File: config.mk
export PLATFORM = sky130hd
export DESIGN_NAME = timer_core_flat
export DESIGN_NICKNAME = d
export VERILOG_FILES = /design/src/rtl/timer_pkg.sv /design/src/rtl/timer_core_if.sv /design/src/rtl/timer_prescaler.sv /design/src/rtl/timer_core.sv /design/src/flat_wrapper.sv
export SDC_FILE = /design/constraint.sdc
export NUM_CORES = 1
export LEC_CHECK = 0
export ABC_CLOCK_PERIOD_IN_PS = 3200
export CORE_MARGIN = 1
export CORE_UTILIZATION = 51
export CTS_BUF_LIST = sky130_fd_sc_hd__clkbuf_4
export CTS_CLUSTER_DIAMETER = 120
export DETAILED_ROUTE_END_ITERATION = 8
export GPL_ROUTABILITY_DRIVEN = 0
export PLACE_DENSITY = 0.89
export SLEW_MARGIN = 20
export SYNTH_ARGS = -nofsm -noshare
export SYNTH_HDL_FRONTEND = slang
export SYNTH_HIERARCHICAL = 1
export SYNTH_SLANG_ARGS = --single-unit
File: constraint.sdc
create_clock -name clk -period 3.2 [get_ports clk]
set_input_delay 0.32 -clock clk [delete_from_list [all_inputs] [get_ports clk]]
set_output_delay 0.32 -clock clk [all_outputs]
set_load 0.05 [all_outputs]
File: src/rtl/timer_pkg.sv
// Shared definitions for the interval timer: FSM state type and default widths.
package timer_pkg;

    typedef enum logic {
        IDLE = 1'b0,
        RUN  = 1'b1
    } state_t;

    localparam int TIMER_WIDTH = 16;
    localparam int TIMER_PSC_W = 8;

endpackage

File: src/rtl/timer_core_if.sv
// Command/configuration/status bundle between the timer and its user.
// Optional PWM signals (cmp_val, pwm_out) exist only when TIMER_PWM_EN is defined.
interface timer_core_if #(
    parameter int WIDTH = timer_pkg::TIMER_WIDTH,
    parameter int PSC_W = timer_pkg::TIMER_PSC_W
);
    logic             ce;
    logic             load;
    logic [WIDTH-1:0] reload_val;
    logic [PSC_W-1:0] psc_div;
    logic             auto_reload;
    logic             stop;
    logic             irq_clr;
    logic [WIDTH-1:0] count;
    logic             busy;
    logic             expire;
    logic             irq;
`ifdef TIMER_PWM_EN
    logic [WIDTH-1:0] cmp_val;
    logic             pwm_out;

    modport master (output ce, load, reload_val, psc_div, auto_reload, stop, irq_clr, cmp_val,
                    input  count, busy, expire, irq, pwm_out);
    modport slave  (input  ce, load, reload_val, psc_div, auto_reload, stop, irq_clr, cmp_val,
                    output count, busy, expire, irq, pwm_out);
`else
    modport master (output ce, load, reload_val, psc_div, auto_reload, stop, irq_clr,
                    input  count, busy, expire, irq);
    modport slave  (input  ce, load, reload_val, psc_div, auto_reload, stop, irq_clr,
                    output count, busy, expire, irq);
`endif
endinterface

File: src/rtl/timer_prescaler.sv
// Clock prescaler: emits one tick every psc_div+1 enabled cycles.
// The >= compare lets a lowered psc_div take effect without a long wrap.
module timer_prescaler
    import timer_pkg::*;
#(
    parameter int PSC_W = TIMER_PSC_W
) (
    input  logic             clk,
    input  logic             clr_n,
    input  logic             en,
    input  logic             clr,
    input  logic [PSC_W-1:0] psc_div,
    output logic             tick
);

    logic [PSC_W-1:0] psc_reg;

    assign tick = en && (psc_reg >= psc_div);

    // Prescaler counter: cleared by a command, wraps on tick, holds while disabled.
    always_ff @(posedge clk or negedge clr_n) begin
        if (!clr_n) begin
            psc_reg <= '0;
        end else if (clr) begin
            psc_reg <= '0;
        end else if (tick) begin
            psc_reg <= '0;
        end else if (en) begin
            psc_reg <= psc_reg + 1'b1;
        end
    end

endmodule

File: src/rtl/timer_core.sv
// Down-counting interval timer with one-shot / periodic modes and sticky irq.
// Optional feature macro: TIMER_PWM_EN adds a registered compare output pwm_out.
module timer_core
    import timer_pkg::*;
#(
    parameter int WIDTH = TIMER_WIDTH,
    parameter int PSC_W = TIMER_PSC_W
) (
    input  logic         clk,
    input  logic         clr_n,
    timer_core_if.slave  bus
);

    state_t           state_reg;
    logic [WIDTH-1:0] count_reg;
    logic             expire_reg;
    logic             irq_reg;
    logic             tick;
    logic             irq_set;

    // Load and stop both restart the prescaler phase; they also override any tick.
    timer_prescaler #(.PSC_W(PSC_W)) u_psc (
        .clk     (clk),
        .clr_n   (clr_n),
        .en      ((state_reg == RUN) && bus.ce),
        .clr     (bus.load || bus.stop),
        .psc_div (bus.psc_div),
        .tick    (tick)
    );

    assign irq_set = tick && !bus.load && !bus.stop && (count_reg == '0);

    // FSM and counter: priority load > stop > tick; expire is a one-cycle pulse.
    always_ff @(posedge clk or negedge clr_n) begin
        if (!clr_n) begin
            state_reg  <= IDLE;
            count_reg  <= '0;
            expire_reg <= 1'b0;
        end else begin
            expire_reg <= 1'b0;
            if (bus.load) begin
                count_reg <= bus.reload_val;
                state_reg <= RUN;
            end else if (bus.stop) begin
                state_reg <= IDLE;
            end else if (tick) begin
                if (count_reg != '0) begin
                    count_reg <= count_reg - 1'b1;
                end else begin
                    expire_reg <= 1'b1;
                    if (bus.auto_reload) begin
                        count_reg <= bus.reload_val;
                    end else begin
                        state_reg <= IDLE;
                    end
                end
            end
        end
    end

    // Sticky interrupt: a set in the same cycle as irq_clr wins.
    always_ff @(posedge clk or negedge clr_n) begin
        if (!clr_n) begin
            irq_reg <= 1'b0;
        end else if (irq_set) begin
            irq_reg <= 1'b1;
        end else if (bus.irq_clr) begin
            irq_reg <= 1'b0;
        end
    end

    assign bus.count  = count_reg;
    assign bus.busy   = (state_reg == RUN);
    assign bus.expire = expire_reg;
    assign bus.irq    = irq_reg;

`ifdef TIMER_PWM_EN
    logic pwm_reg;

    // PWM: high while running and the count is below the compare value.
    always_ff @(posedge clk or negedge clr_n) begin
        if (!clr_n) begin
            pwm_reg <= 1'b0;
        end else begin
            pwm_reg <= (state_reg == RUN) && (count_reg < bus.cmp_val);
        end
    end

    assign bus.pwm_out = pwm_reg;
`endif

endmodule

File: src/flat_wrapper.sv
// flat-port wrapper written by rule: the top's interface ports become plain ports
module timer_core_flat import timer_pkg::*;
#(
    parameter int WIDTH = TIMER_WIDTH,
    parameter int PSC_W = TIMER_PSC_W
)
  (clk, clr_n, bus_ce, bus_load, bus_reload_val, bus_psc_div, bus_auto_reload, bus_stop, bus_irq_clr, bus_count, bus_busy, bus_expire, bus_irq);
  timer_core_if #(.WIDTH(WIDTH), .PSC_W(PSC_W)) bus_i ();
  input  logic clk;
  input  logic clr_n;
  input wire logic [$bits(bus_i.ce)-1:0] bus_ce;
  input wire logic [$bits(bus_i.load)-1:0] bus_load;
  input wire logic [$bits(bus_i.reload_val)-1:0] bus_reload_val;
  input wire logic [$bits(bus_i.psc_div)-1:0] bus_psc_div;
  input wire logic [$bits(bus_i.auto_reload)-1:0] bus_auto_reload;
  input wire logic [$bits(bus_i.stop)-1:0] bus_stop;
  input wire logic [$bits(bus_i.irq_clr)-1:0] bus_irq_clr;
  output wire logic [$bits(bus_i.count)-1:0] bus_count;
  output wire logic [$bits(bus_i.busy)-1:0] bus_busy;
  output wire logic [$bits(bus_i.expire)-1:0] bus_expire;
  output wire logic [$bits(bus_i.irq)-1:0] bus_irq;
  assign bus_i.ce = bus_ce;
  assign bus_i.load = bus_load;
  assign bus_i.reload_val = bus_reload_val;
  assign bus_i.psc_div = bus_psc_div;
  assign bus_i.auto_reload = bus_auto_reload;
  assign bus_i.stop = bus_stop;
  assign bus_i.irq_clr = bus_irq_clr;
  assign bus_count = bus_i.count;
  assign bus_busy = bus_i.busy;
  assign bus_expire = bus_i.expire;
  assign bus_irq = bus_i.irq;
  timer_core #(.WIDTH(WIDTH), .PSC_W(PSC_W)) u_core (.clk(clk), .clr_n(clr_n), .bus(bus_i));
endmodule
==> metrics.md <==
| Metric | Value |
|---|---|
| Placed Area | `2554 sq um` |
| Total CTS buffers | `3` |
| Pwr/cell area | `339.7 nW/um^2` |
| Routed via count | `2143` |
| Crit path cell chain | `ha_1 > or4_1 > a21oi_1 > o32a_2 > and2b_2 > nor2b_1 > buf_4 > a31oi_1 > nor2_1 > a221oi_1` |
| Final Max Tran Viols | `0` |
| CP delay by family, top | `simple AND/OR/NAND/NOR gates` |
| Tcrit/Tclk final | `89.41%` |
| Detailed-router iteration count before antenna repair | `6` |
| Iteration-0 DRC Markers | `211` |
| Antenna diodes | `0` |
| Die area | `4205 sq um` |
| Antenna violations before repair | `0` |
| R2R Setup Slk | `0.34 ns` |
| Switching Fraction | `38.97%` |
| Reg-to-Reg Start | `u_core/u_psc/psc_reg[1]$_DFFE_PN0P_` |
| Worst slew pin tran | `0.5978 ns` |
| Fmax | `349.5 MHz` |
| Clock Tree Root | `clkbuf_4` |
| Final cell count without fillers | `340` |
| Share of post-route cells with drive strength above 1 | `7.877%` |
| Seq pwr share | `46.6%` |
| Worst relative slew slack | `59.62%` |
| Switch Pwr | `341.7 uW` |
| Dpl ws | `0.05523 ns` |
| Height of the die | `64.85 um` |
| DR vias/cell | `6.303` |
| Synth Net Count | `285` |
| Status | `completed` |
| CTS Buffer Depth | `2` |
| Peak fanout along the critical path | `6` |
| Worst-path clk slew | `0.15 ns` |
| Mean Syn Cell Area | `8.290 sq um` |
| Latest clock arrival within the worst-skew pair | `0.34 ns` |
| First-pass GRT wire length | `8928 um` |
| Design Power | `876.8 uW` |
| Post-DP HPWL | `3942 um` |
| Total Wirelength | `5354 um` |
| Post-synth top flop | `dfrtp_1` |
| Warnings from Yosys | `6` |
| Fin util | `69.46%` |
| Worst Hold Class | `input pin to async pin` |
| Post-cts sizing count | `0` |
| Final setup fails | `0` |
| Post-route DRC | `0` |
| GRT Total Usage | `27.83%` |
| Fin Setup TNS | `0 ns` |
| Antenna-violating nets left | `0` |
| Nets | `335` |
| GR Overflow Total | `0` |
| Maxcap violations | `0` |
| Mapped Area | `2014 sq um` |
| # rows | `22` |
| Maximum single-stage delay on the critical path | `0.53 ns` |
| Data required, critical path | `3.44 ns` |
| Max reg flops | `16` |
| Pin count of the biggest net entering global routing | `28` |
| RSZ-0062 raised after global routing | `no` |
| Worst flop-to-flop path endpoint | `u_core/bus.count[1]$_DFFE_PN0P_` |
| Cells after synthesis | `243` |
| Post-CTS setup buffers | `0` |
| Post-synth cell types | `52` |
| CP Buf/Inv Count | `1` |
| Synthesized flop and latch total | `27` |
| CP Launch Type | `register` |
| Comb pwr share | `35.3%` |
| Worst reg2reg path depth | `10` |
| CORE AREA | `3716 sq um` |
| Final Hold Vio Count | `0` |
| # IOs | `50` |
| Cell Int Power | `535.1 uW` |
| Vias in the first global route | `1931` |
| Clock power frac | `18.1%` |
| Final setup margin | `0.3389 ns` |
| Die span in x | `64.85 um` |
| Initial Util | `54.21%` |
| Crit path arrival time | `3.10 ns` |
| CTS H-tree lvls | `1` |
| Post-synth ARST share | `100.0%` |
| Placed instance count | `336` |
| Worst hold slack | `0.3207 ns` |
| Layout area overhead | `28.14%` |
| Slowest CP cell | `or4_1` |
| TritonCTS Sinks | `27` |
| WS Path Type | `register to register` |
| CTS tree | `built` |
| Hold_buf cts | `0` |
| Avg WL per Cell | `15.75 um` |
| Worst setup EP type | `register` |
| Post-layout min period | `2.861 ns` |
| Design Area, Final | `2581 sq um` |
| EDFF count, synth | `0` |
| Port Buffers | `49` |
| Max rail drop VDD | `0.1653 mV` |
| Post-synthesis sequential area ratio | `33.54%` |
| Clock skew | `0.001619 ns` |
| Pleak | `1.040 nW` |
[layer usage]
| layer | track usage, % | routed length [um] |
|---|---|---|
| met5 | 0 | 0 |
| met4 | 11.67 | 57 |
| met3 | 4.225 | 477 |
| met2 | 43.49 | 2541 |
| met1 | 38.03 | 2278 |
[power groups by stage]
stage	clock network, mW	logic (mW)	registers [mW]
after floorplan	0	0.109	0.485
after global placement	0	0.303	0.412
after detailed placement	0	0.307	0.413
after CTS	0.160	0.308	0.407
after global routing	0.177	0.331	0.414
final	0.159	0.310	0.409
[cells by family after synthesis]
family,share of synthesized area (%)
adders and majority gates,6.832
AOI/OAI and AO/OA,22.92
and+or+nand+nor,30.06
DFF,33.54
buffers and inverters,6.149
muxes,0.4969
[layout by cell type (no fill, tap or decap), types with 5 or more instances in the layout]
cell              n
a31oi_1           8
inv_1            13
nor3_1           13
dfrtp_1          27
clkdlybuf4s50_1  49
a21oi_1          21
buf_4             8
o21ai_1           9
nand3_1          16
nor4_1            5
o21ai_0          10
nand4_1           5
nand2b_1          8
ha_1             11
nor2_1           18
nand2_1          14
[cell usage after synthesis (all sizes together), types with 2 or more instances]
library cell   n  area (sq um)
a21oi         21         105.1
or3            4         25.02
and3           4         25.02
nor4b          2         17.52
o211ai         2         15.01
nor3          15         85.08
a31oi          8         50.05
buf            3         27.52
nor2          18         67.56
or4            4         30.03
o21ai         19         95.09
a41oi          2         17.52
nor4           7         65.06
or4b           2         20.02
inv           13         48.80
nand4          5         31.28
clkbuf         8         33.79
nand3         16         80.08
ha            11         137.6
nand2         14         52.55
dfrtp         27         675.7
a21o           2         15.01
nand2b         8         50.05
nor2b          3         18.77
o32ai          3         26.28
o22ai          2         12.51
[worst max path at each step]
stage | start | end | slack, ns | cells past startpoint
2_1_floorplan | u_core/u_psc/psc_reg[0]$_DFFE_PN0P_ | u_core/bus.count[4]$_DFFE_PN0P_ | 0.33 | 13
3_3_place_gp | bus_psc_div[7] | u_core/bus.count[1]$_DFFE_PN0P_ | 0.17 | 12
3_5_place_dp | bus_psc_div[7] | u_core/bus.count[1]$_DFFE_PN0P_ | 0.06 | 12
4_1_cts | u_core/u_psc/psc_reg[0]$_DFFE_PN0P_ | u_core/bus.count[5]$_DFFE_PN0P_ | 0.41 | 11
5_1_grt | u_core/u_psc/psc_reg[0]$_DFFE_PN0P_ | u_core/bus.count[5]$_DFFE_PN0P_ | 0.21 | 11
6_report | u_core/u_psc/psc_reg[1]$_DFFE_PN0P_ | u_core/bus.count[1]$_DFFE_PN0P_ | 0.34 | 10
[area by class of cell]
cell class	instances	area, sq um
multi-input cells	190	1215
fillers	314	1135
flip-flops and latches	27	675.6
repair buffers	57	550.5
well taps	48	60.06
inverters	14	52.55
clock buffers	3	22.52
clock inverters	1	5.005
Power figures use the tool's default switching activity.
